### src/rtl/rca_multiword_seq.sv
// -----------------------------------------------------------------------------
// rca_multiword_seq
//
// Purpose:
//   Adds two WIDTH-bit operands plus a carry-in using a single 4-bit ripple
//   carry adder. One 4-bit slice is processed per clock, LSB slice first, and
//   the slice carry is held in a register between cycles. Requests and
//   responses use valid/ready handshakes. No new request is accepted until
//   the previous response has been taken.
//
// Ports:
//   clk_i        in   clock, rising edge
//   rst_n_i      in   synchronous active-low reset
//   req_valid_i  in   request present
//   req_ready_o  out  block idle and able to accept a request
//   a_i, b_i     in   WIDTH-bit operands, sampled at request handshake
//   cin_i        in   carry in, sampled at request handshake
//   rsp_valid_o  out  result available
//   rsp_ready_i  in   consumer accepts result
//   sum_o        out  WIDTH-bit sum (a + b + cin mod 2^WIDTH)
//   cout_o       out  unsigned carry out of the MSB
//   ovf_o        out  two's complement overflow
//   busy_o       out  high whenever the block is not idle
// -----------------------------------------------------------------------------

// 4-bit ripple carry adder used as the shared slice datapath.
module ripple_carry_adder_4bit (
    input  logic [3:0] a_i,
    input  logic [3:0] b_i,
    input  logic       cin_i,
    output logic [3:0] sum_o,
    output logic       cout_o
);
    logic [4:0] c_s;

    assign c_s[0] = cin_i;

    for (genvar i = 0; i < 4; i++) begin : g_fa
        assign sum_o[i]  = a_i[i] ^ b_i[i] ^ c_s[i];
        assign c_s[i+1]  = (a_i[i] & b_i[i]) | (c_s[i] & (a_i[i] ^ b_i[i]));
    end

    assign cout_o = c_s[4];
endmodule

module rca_multiword_seq #(
    parameter int WIDTH = 16
) (
    input  logic             clk_i,
    input  logic             rst_n_i,
    input  logic             req_valid_i,
    output logic             req_ready_o,
    input  logic [WIDTH-1:0] a_i,
    input  logic [WIDTH-1:0] b_i,
    input  logic             cin_i,
    output logic             rsp_valid_o,
    input  logic             rsp_ready_i,
    output logic [WIDTH-1:0] sum_o,
    output logic             cout_o,
    output logic             ovf_o,
    output logic             busy_o
);
    localparam int NSLICE = WIDTH / 4;
    localparam int IDX_W  = (NSLICE > 1) ? $clog2(NSLICE) : 1;
    localparam logic [IDX_W-1:0] IDX_LAST = IDX_W'(NSLICE - 1);

    typedef enum logic [1:0] {
        S_IDLE = 2'd0,
        S_RUN  = 2'd1,
        S_DONE = 2'd2
    } state_t;

    state_t             state_q, state_d;
    logic [IDX_W-1:0]   idx_q,   idx_d;
    logic [WIDTH-1:0]   a_q,     a_d;
    logic [WIDTH-1:0]   b_q,     b_d;
    logic               carry_q, carry_d;
    logic [WIDTH-1:0]   sum_q,   sum_d;
    logic               cout_q,  cout_d;
    logic               ovf_q,   ovf_d;

    logic [3:0]         slice_a_s;
    logic [3:0]         slice_b_s;
    logic [3:0]         slice_sum_s;
    logic               slice_cout_s;
    logic               msb_cin_s;

    // Select the operand slice addressed by the current index.
    assign slice_a_s = a_q[{idx_q, 2'b00} +: 4];
    assign slice_b_s = b_q[{idx_q, 2'b00} +: 4];

    ripple_carry_adder_4bit u_adder (
        .a_i    (slice_a_s),
        .b_i    (slice_b_s),
        .cin_i  (carry_q),
        .sum_o  (slice_sum_s),
        .cout_o (slice_cout_s)
    );

    // Carry into the MSB is recovered from the MSB sum bit of the last slice,
    // so no internal carry of the adder has to be exposed.
    assign msb_cin_s = a_q[WIDTH-1] ^ b_q[WIDTH-1] ^ slice_sum_s[3];

    // Next-state and datapath update for the slice sequencer.
    always_comb begin
        state_d = state_q;
        idx_d   = idx_q;
        a_d     = a_q;
        b_d     = b_q;
        carry_d = carry_q;
        sum_d   = sum_q;
        cout_d  = cout_q;
        ovf_d   = ovf_q;

        case (state_q)
            S_IDLE: begin
                if (req_valid_i) begin
                    a_d     = a_i;
                    b_d     = b_i;
                    carry_d = cin_i;
                    sum_d   = '0;
                    idx_d   = '0;
                    state_d = S_RUN;
                end else begin
                    state_d = S_IDLE;
                end
            end
            S_RUN: begin
                sum_d[{idx_q, 2'b00} +: 4] = slice_sum_s;
                carry_d                    = slice_cout_s;
                if (idx_q == IDX_LAST) begin
                    cout_d  = slice_cout_s;
                    ovf_d   = msb_cin_s ^ slice_cout_s;
                    idx_d   = '0;
                    state_d = S_DONE;
                end else begin
                    idx_d   = idx_q + {{(IDX_W-1){1'b0}}, 1'b1};
                    state_d = S_RUN;
                end
            end
            S_DONE: begin
                if (rsp_ready_i) begin
                    state_d = S_IDLE;
                end else begin
                    state_d = S_DONE;
                end
            end
            default: begin
                state_d = S_IDLE;
                idx_d   = '0;
            end
        endcase
    end

    // State and datapath registers with synchronous active-low reset.
    always_ff @(posedge clk_i) begin
        if (!rst_n_i) begin
            state_q <= S_IDLE;
            idx_q   <= '0;
            a_q     <= '0;
            b_q     <= '0;
            carry_q <= 1'b0;
            sum_q   <= '0;
            cout_q  <= 1'b0;
            ovf_q   <= 1'b0;
        end else begin
            state_q <= state_d;
            idx_q   <= idx_d;
            a_q     <= a_d;
            b_q     <= b_d;
            carry_q <= carry_d;
            sum_q   <= sum_d;
            cout_q  <= cout_d;
            ovf_q   <= ovf_d;
        end
    end

    // Handshake flags decode the state register only, so no input reaches
    // an output combinationally.
    assign req_ready_o = (state_q == S_IDLE);
    assign rsp_valid_o = (state_q == S_DONE);
    assign busy_o      = (state_q != S_IDLE);
    assign sum_o       = sum_q;
    assign cout_o      = cout_q;
    assign ovf_o       = ovf_q;
endmodule

### config.mk
export PLATFORM = sky130hd
export DESIGN_NAME = rca_multiword_seq
export DESIGN_NICKNAME = d
export VERILOG_FILES = /design/src/rtl/rca_multiword_seq.sv
export SDC_FILE = /design/constraint.sdc
export NUM_CORES = 1
export LEC_CHECK = 0
export ABC_AREA = 0
export CAP_MARGIN = 20
export CORE_MARGIN = 5
export CORE_UTILIZATION = 40
export CTS_CLUSTER_SIZE = 20
export DETAILED_ROUTE_END_ITERATION = 10
export PLACE_DENSITY = 0.65
export REMOVE_ABC_BUFFERS = 1
export SLEW_MARGIN = 5
export SYNTH_ARGS = -nofsm -noshare
export SYNTH_HDL_FRONTEND = slang
export SYNTH_HIERARCHICAL = 1
export SYNTH_SLANG_ARGS = --single-unit
### constraint.sdc
create_clock -name clk_i -period 7.1 [get_ports clk_i]
set_input_delay 1.775 -clock clk_i [delete_from_list [all_inputs] [get_ports clk_i]]
set_output_delay 1.775 -clock clk_i [all_outputs]
set_load 0.02 [all_outputs]
Yosys cells after proc, flatten, opt, wreduce, memory -nomap -nowiden:

Cells that the tools add are included.

* register bits after elaboration: 55
* bits in latches: 0
* memory bits (writable): 0
* memory bits (read-only): 0
* bits of input ports: 37
* output and inout bits: 21
* logic and storage cells: 61
* memories kept: 0

* add/subtract/negate cells: 2
* multipliers: 0
* div/mod/pow operators: 0
* order comparisons: 0
* equality and inequality tests: 4
* shift operators: 4
* mux-type cells: 12
* bitwise logic cells: 24
* reduce and logical (&&, ||, !) cells: 7

Operators by type and width (number)
* $pmux W16 S2: 1
* $shiftx A16 B5 Y4: 2
* $bwmux W16: 1
* $mux W16: 1
* $shift A4 B6 Y16 const A: 1
* $shiftx A4 B6 Y16: 1
* $pmux W2 S3: 2
* $xor A1 B1 Y1: 11
* $and A1 B1 Y1: 8
* $mux W2: 4
* $reduce_and A2 Y1: 4
* $neg A4 Y6: 1
* $eq A2 B2 Y1 const B: 2
* $or A1 B1 Y1: 4
* $reduce_bool A2 Y1: 2
* $add A2 B1 Y2 const B: 1
* $eq A2 B1 Y1 const B: 1
* $logic_not A2 Y1: 1
* $mux W1: 2
* $ne A2 B2 Y1 const B: 1
* $pmux W1 S2: 1
* $not A1 Y1: 1

Logic depth before layout (Yosys ltp):

Gate-level depths: netlist of the first run.

* word-level depth: 12
* mapped depth: 13

Hierarchy:

Netlist of the first run, hierarchy kept.

Modules (own cells, without submodules)
* rca_multiword_seq: times used 1, cells an instance 277, area an instance 2597.5 um2, seq. area each 1101.1 um2
* ripple_carry_adder_4bit: times used 1, cells an instance 14, area an instance 117.6 um2, seq. area each 0.0 um2

Least setup slack after synthesis of the first run:

OpenSTA, ideal clock, no wires.

* path kind: flip-flop to flip-flop
* start: register idx_q[0]
* end: register ovf_q (netlist: ovf_o)
* arrival time: 3085 ps
* required time: 6978 ps
* setup slack: 3893 ps
* cell stages (with the launch flop): 14
* path buffers: 1
* cell sequence: dfxtp_1 > buf_4 > mux4_2 > fa_1 > inv_1 > fa_1 > inv_1 > fa_1 > inv_1 > fa_1 > inv_1 > xnor2_1 > xnor2_1 > a21oi_1

* cells in the longest elaborated chain, start to end: 11

Ends and longest elaborated chain
* start: declaration: line 74 `logic [IDX_W-1:0] idx_q, idx_d;`
* start signal: assignment: line 168 `idx_q <= idx_d;`
* $shiftx A16 B5 Y4 (*): line 89 `assign slice_a_s = a_q[{idx_q, 2'b00} +: 4];`
* via slice_a_s[0]: line 82 `logic [3:0] slice_a_s;`
* $xor A1 B1 Y1: line 40 `assign c_s[i+1] = (a_i[i] & b_i[i]) | (c_s[i] & (a_i[i] ^ b_i[i]));`
* $and A1 B1 Y1: line 40
* $or A1 B1 Y1 (*): line 40
* $and A1 B1 Y1 (*): line 40
* $or A1 B1 Y1 (*): line 40
* $and A1 B1 Y1 (*): line 40
* $or A1 B1 Y1 (*): line 40
* $xor A1 B1 Y1 (*): line 39 `assign sum_o[i] = a_i[i] ^ b_i[i] ^ c_s[i];`
* via slice_sum_s[3]: line 84 `logic [3:0] slice_sum_s;`
* $xor A1 B1 Y1 (*): line 102 `assign msb_cin_s = a_q[WIDTH-1] ^ b_q[WIDTH-1] ^ slice_sum_s[3];`
* $xor A1 B1 Y1 (*): line 133 `ovf_d = msb_cin_s ^ slice_cout_s;`
* end signal: assignment: line 174 `ovf_q <= ovf_d;`
* end: declaration: line 80 `logic ovf_q, ovf_d;`

The timed path passes the listed nets; every way through them passes the cells marked *.
A chain may end at the register's enable or synchronous reset.

Worst setup path in the final report of the first run:

* start: register state_q[1]
* end: output port rsp_valid_o

* cells in the longest elaborated chain, start to end: 1

Ends and longest elaborated chain
* start: declaration: line 73 `state_t state_q, state_d;`
* start signal: assignment: line 167 `state_q <= state_d;`
* $eq A2 B2 Y1: line 181 `assign rsp_valid_o = (state_q == S_DONE);`
* end: declaration: line 56 `output logic rsp_valid_o,`

No other way between the ends.

==> qor.txt, run 1 <==
outcome -> completed
Via Count -> 2061
met3 usage -> 3.25%
H-tree Lvls -> 2
Reg2Reg Capture Point -> ovf_o$_SDFFE_PN0P_
Die H -> 92.4 um
DIE AREA -> 0.00853 mm^2
HP Start -> a_q[8]$_SDFFE_PN0P_
FF-to-FF Start -> idx_q[0]$_SDFFE_PN0P_
Worst path max stage delay -> 900 ps
register area share after synthesis -> 40.6%
Synth async-reset ratio -> 0%
Synth Register Bits -> 55
delay-heaviest family, CP -> flip-flops
DRC -> 0
Multi-input gate area -> 0.00143 mm^2
maximum VDD drop -> 0.0000836 V
vias in the first global route -> 2039
die extent in x -> 92.4 um
fmax -> 0.259 GHz
Pins Over Slew Limit -> 0
crit path DAT -> 2080 ps
RSZ-0062 raised after global routing -> no
n_diodes -> 0
startpoint types -> flop
Overall Global Routing Usage -> 13.5%
post-layout util -> 50.7%
fin nets -> 384
DR WL/cell -> 13.2 um
Max Buffers Root-to-Sink -> 2
setup bufs post-CTS -> 0
Worst Setup End Kind -> output port
fin crit period -> 3860 ps
IO Count -> 58
Leak -> 0.00125 uW
root buffer selected by CTS -> clkbuf_8
drt via density -> 4.93
clk_lat worst skew -> 300 ps
synthesized area per cell -> 9.33 um^2
gr busiest metal -> met2
WS Path Type -> flop to output port
Synth Cell Area -> 0.00272 mm^2
clock transition at the registers of the reported paths -> 90 ps
Yosys top cell by area -> dfxtp_1
GP Congestion -> 0.748
HP Class -> flop to flop
most frequent cell after synthesis -> dfxtp_1
yosys warns -> 6
setup TNS -> 0 ps
share of cells above drive strength 1 -> 9.47%
slowest cell on the critical path -> dfxtp_1
Final Hold Vio Count -> 0
met1 Use GR -> 17.5%
Worst slew margin -> 41.3%
drt first pass iters -> 5
depth of the most critical reg-to-reg path -> 12
clock sinks -> 55
synth cell count leaders -> dfxtp_1, nand2_1, a21boi_1, a21boi_0, o21ai_0
Num CTS Buffers -> 5
Yosys top cell area share -> 40.6%
r2r setup slk -> 3370 ps
DR iter-0 viols -> 80
post-synth cell types -> 33
Area Overhead vs Synth -> 24.8%
Initial Util -> 40.6%
Fill cells -> 665
pwr dens -> 183 mW/mm^2
Total Wirelength -> 5530 um
Max-Cap Viols -> 0
Buffers on Ports -> 57
Hold EP -> a_q[8]$_SDFFE_PN0P_
core area -> 0.00668 mm^2
first-pass GRT wire length -> 9480 um
Post-synth EDFFs -> 0
synthesized instance count -> 291
FF+latch area -> 0.00110 mm^2
largest net degree at the start of global routing -> 56
initial antenna violation count -> 0
crit path buf inv count -> 1
most used flip-flop cell after synthesis -> dfxtp_1
Setup Skew -> 11.7 ps
Detail Route Antenna Nets -> 0
synth top area cells -> dfxtp_1, a21boi_1, nand2_1, mux4_2, a21boi_0
# rows -> 30
crit share post-route -> 54.3%
worst-path maximum fanout -> 28
CTS resizes -> 0
Worst-Margin Slew -> 879 ps
Final HPWL DP -> 3840 um
Hold-fix buffers, CTS -> 0
final setup violation count -> 0
GR Overflow Total -> 0
CP Cell Sequence -> nor2b_1 -> clkdlybuf4s50_1
CTS tree -> built
Critical Path RT -> 5330 ps
M2 GR Usage -> 22.8%
WHS Path Cells -> 2
==> logic make-up after synthesis <==
kind of cell,count (synthesis),synth area share (%)
buffers and inverters,36,7.00
adders and majority gates,10,5.71
and+or+nand+nor,101,18.7
DFF,55,40.6
muxes,14,8.85
AOI/OAI and AO/OA,72,18.2
xor gates and xnor gates,3,0.968
==> routing by layer <==
metal  vias to the layer above  share of wire, %
li1                       1068                 -
met5                         -                 0
met3                         4               5.6
met2                        46                47
met4                         0              0.90
met1                       943                47
==> through the flow <==
stage | instance area, um^2 | total power, uW | worst slack, ps | hold slack (ps) | cells
floorplan | 2580 | 394 | 3750 | 432 | 270
global placement | 3270 | 440 | 3240 | 440 | 409
detailed placement | 3290 | 443 | 3350 | 443 | 410
CTS | 3390 | 628 | 3210 | 455 | 418
global route | 3390 | 650 | 3050 | 474 | 418
finish | 3390 | 620 | 3240 | 452 | 418
==> how the worst max path moves through the flow <==
stage | slack (ps) | to | cells past startpoint | start
4_1_cts | 3210 | rsp_valid_o | 2 | state_q[1]$_SDFF_PN0_
5_1_grt | 3050 | rsp_valid_o | 2 | state_q[1]$_SDFF_PN0_
2_1_floorplan | 3750 | ovf_o$_SDFFE_PN0P_ | 12 | idx_q[0]$_SDFFE_PN0P_
3_3_place_gp | 3240 | b_q[7]$_SDFFE_PN0P_ | 4 | req_valid_i
3_5_place_dp | 3350 | ovf_o$_SDFFE_PN0P_ | 12 | idx_q[0]$_SDFFE_PN0P_
6_report | 3240 | rsp_valid_o | 2 | state_q[1]$_SDFF_PN0_
==> where the power goes <==
group          switching, uW  total, uW  internal (uW)  leakage, uW
sequential              12.4        334            321     0.000449
combinational           47.3        101           53.3     0.000746
clock                   96.5        186           89.2    0.0000515
total                    156        620            464      0.00125
==> worst min-delay path, cell delays in order (launching register included) <==
cell	delay, ps
dfxtp_1	310
nand2_1	50
a21boi_1	50
==> final cells by class <==
type	count	area share [%]
multi-input combinational	200	42.2
sequential	55	32.5
inverter	15	1.66
timing repair buffer	60	17.7
clock buffer	8	2.95
tap	80	2.95
==> cells in the final DEF (no fill, tap or decap) <==
master           count
or2_2                1
o21ai_0             17
and3b_1              4
a21boi_1            31
o21bai_1             1
mux2i_1              6
mux4_2               8
nor3b_1              2
fa_1                 4
clkbuf_8             7
o21a_1               3
clkbuf_1             1
nor2b_1              5
nor3b_2              1
and4bb_2             1
clkdlybuf4s50_1     57
nor3_1               2
nor3b_4              1
dfxtp_1             55
xnor2_1              3
inv_1               15
ha_1                 6
o211a_1              1
a21oi_1              2
buf_4                2
nor2_1               1
buf_8                1
nand2_1             54
and2_1               1
and2b_1              1
or3b_1               1
nand2_2             10
a21boi_0            17
nand3_1             16
==> sequential cells by signal, indices dropped and copies added (netlist names) <==
register,count
b_q,16
cout_o,1
ovf_o,1
idx_q,2
state_q,2
sum_o,16
carry_q,1
a_q,16
Note: power is estimated with default switching activity, not from simulation.
==> inputs of run 2 (changes only) <==
- PLACE_DENSITY: 0.65 -> 0.68
- clock period: 7.1 -> 3.25 ns (I/O delays scaled with it)
==> run 2 against run 1 <==
Against the previous run:
- power increased by 120%
- cell count increased by 1.7%
- critical path depth increased by 10
- count of clock-buffer cells in the layout decreased by 1
- final area increased by 1.2%
- die area unchanged
- clock skew about the same
- register-to-register slack got worse by 3200 ps
- worst setup slack got worse by 3000 ps
- critical endpoint is now ovf_o$_SDFFE_PN0P_
- largest cell class unchanged
==> qor.txt, run 2 (same netlist as run 1, synthesis figures left out) <==
maximum VDD drop -> 0.000204 V (was 0.0000836 V)
Worst slew margin -> 66.1% (was 41.3%)
Via Count -> 2097 (was 2061)
delay-heaviest family, CP -> adder cells (was flip-flops)
Finished Cell Area -> 0.00343 mm^2 (was 0.00339 mm^2)
DIE AREA -> 0.00853 mm^2 (unchanged)
Finished Layout Cells -> 425 (was 418)
Die H -> 92.4 um (unchanged)
DRC -> 0 (unchanged)
# rows -> 30 (unchanged)
Initial Util -> 40.6% (unchanged)
CTS tree -> built (unchanged)
startpoint types -> flop (unchanged)
Pins Over Slew Limit -> 0 (unchanged)
Area Overhead vs Synth -> 26.3% (was 24.8%)
most frequent cells in the layout -> clkdlybuf4s50_1, dfxtp_1, nand2_1, a21boi_1 (unchanged)
fin nets -> 391 (was 384)
DP Cell Count -> 417 (was 410)
DR iter-0 viols -> 86 (was 80)
HP Class -> flop to flop (unchanged)
IO Count -> 58 (unchanged)
crit path DAT -> 3250 ps (was 2080 ps)
drt first pass iters -> 6 (was 5)
Max Buffers Root-to-Sink -> 2 (unchanged)
vias in the first global route -> 1980 (was 2039)
GP Congestion -> 0.794 (was 0.748)
WS Path Type -> flop to flop (was flop to output port)
Num CTS Buffers -> 5 (unchanged)
setup bufs post-CTS -> 0 (unchanged)
fmax -> 0.327 GHz
Worst Setup End Kind -> flop (was output port)
initial antenna violation count -> 0 (unchanged)
GR Overflow Total -> 0 (unchanged)
Critical Path RT -> 3440 ps (was 5330 ps)
Overall Global Routing Usage -> 13.2% (was 13.5%)
largest net degree at the start of global routing -> 56 (unchanged)
crit share post-route -> 94.0%
worst-path maximum fanout -> 4 (was 28)
clock transition at the registers of the reported paths -> 100 ps (was 90 ps)
H-tree Lvls -> 2 (unchanged)
Final Hold Vio Count -> 0 (unchanged)
share of cells above drive strength 1 -> 11.3% (was 9.47%)
drt via density -> 4.93 (about the same)
Fin Hold WS -> 456 ps (was 452 ps)
die extent in x -> 92.4 um (unchanged)
slowest cell on the critical path -> mux4_2 (was dfxtp_1)
clock sinks -> 55 (unchanged)
Hold-fix buffers, CTS -> 0 (unchanged)
final setup violation count -> 0 (unchanged)
CP Cell Sequence -> mux4_2 -> fa_1 -> inv_1 -> fa_1 -> inv_1 -> fa_1 -> inv_1 -> fa_1 -> inv_1 -> xnor2_1 -> xnor2_1 -> a21oi_1 (was nor2b_1 -> clkdlybuf4s50_1)
root buffer selected by CTS -> clkbuf_8 (unchanged)
Detail Route Antenna Nets -> 0 (unchanged)
pwr dens -> 395 mW/mm^2 (was 183 mW/mm^2)
first-pass GRT wire length -> 9230 um (was 9480 um)
Setup Skew -> 11.3 ps (was 11.7 ps)
Leak -> 0.00128 uW (was 0.00125 uW)
RSZ-0062 raised after global routing -> no (unchanged)
clk_lat worst skew -> 310 ps (was 300 ps)
DR WL/cell -> 13.0 um (was 13.2 um)
commonest non-fill, non-tap cell in the layout -> clkdlybuf4s50_1 (unchanged)
n_diodes -> 0 (unchanged)
core area -> 0.00668 mm^2 (unchanged)
crit path buf inv count -> 4 (was 1)
Placed Area -> 0.00333 mm^2 (was 0.00329 mm^2)
setup TNS -> 0 ps (unchanged)
fin crit period -> 3060 ps
Worst-Margin Slew -> 506 ps (was 879 ps)
Buffers on Ports -> 57 (unchanged)
Total Wirelength -> 5510 um (was 5530 um)
Worst path max stage delay -> 550 ps (was 900 ps)
outcome -> completed (unchanged)
CTS resizes -> 0 (unchanged)
Final HPWL DP -> 3910 um (was 3840 um)
Max-Cap Viols -> 0 (unchanged)
[run 2: cell count changes in the layout (fill, tap and decap cells not counted), sizes merged]
cell / previous run / this run
buf: 3 / 10
clkbuf: 8 / 7
clkinv: 0 / 1
[run 2: metal layers]
layer,vias to the layer above,routed length [um],track usage [%]
met5,-,0,0
met4,0,40,2.97
met3,4,284,3.17
met2,47,2600,22.3
met1,968,2580,17.0
li1,1078,-,-
[run 2: area by class of cell]
type                       count  area (um^2)
sequential                    55         1100
clock inverter                 1         8.76
inverter                      15         56.3
timing repair buffer          67          646
multi-input combinational    200         1430
fill                         683         3250
tap                           80          100
clock buffer                   7         86.3
[run 2: metrics by stage]
step,power [uW],setup slack [ps],utilization (%)
floorplan,862,-99.8,-
global route,1420,4.35,51.3
CTS,1370,161,51.3
global placement,969,248,49.9
detailed placement,973,191,49.9
finish,1350,194,51.3
[run 2: report_power, final]
group / internal [uW] / switching (uW) / leakage [uW]
clock network: 175 / 223 / 0.0000484
logic: 122 / 113 / 0.000781
registers: 702 / 17.4 / 0.000449
[run 2: final timing paths]
check | from | end | slack [ps] | depth (start not counted)
max | idx_q[0]$_SDFFE_PN0P_ | ovf_o$_SDFFE_PN0P_ | 190 | 12
max reg2reg | idx_q[0]$_SDFFE_PN0P_ | ovf_o$_SDFFE_PN0P_ | 190 | 12
min reg2reg | a_q[7]$_SDFFE_PN0P_ | a_q[7]$_SDFFE_PN0P_ | 460 | 2
min | a_q[7]$_SDFFE_PN0P_ | a_q[7]$_SDFFE_PN0P_ | 460 | 2
[run 2: worst reg2reg max path: stages (launching register included)]
cell and delay, ps:
dfxtp_1 440, mux4_2 550, fa_1 430, inv_1 70, fa_1 160, inv_1 50
fa_1 350, inv_1 70, fa_1 400, inv_1 90, xnor2_1 130, xnor2_1 140
a21oi_1 80
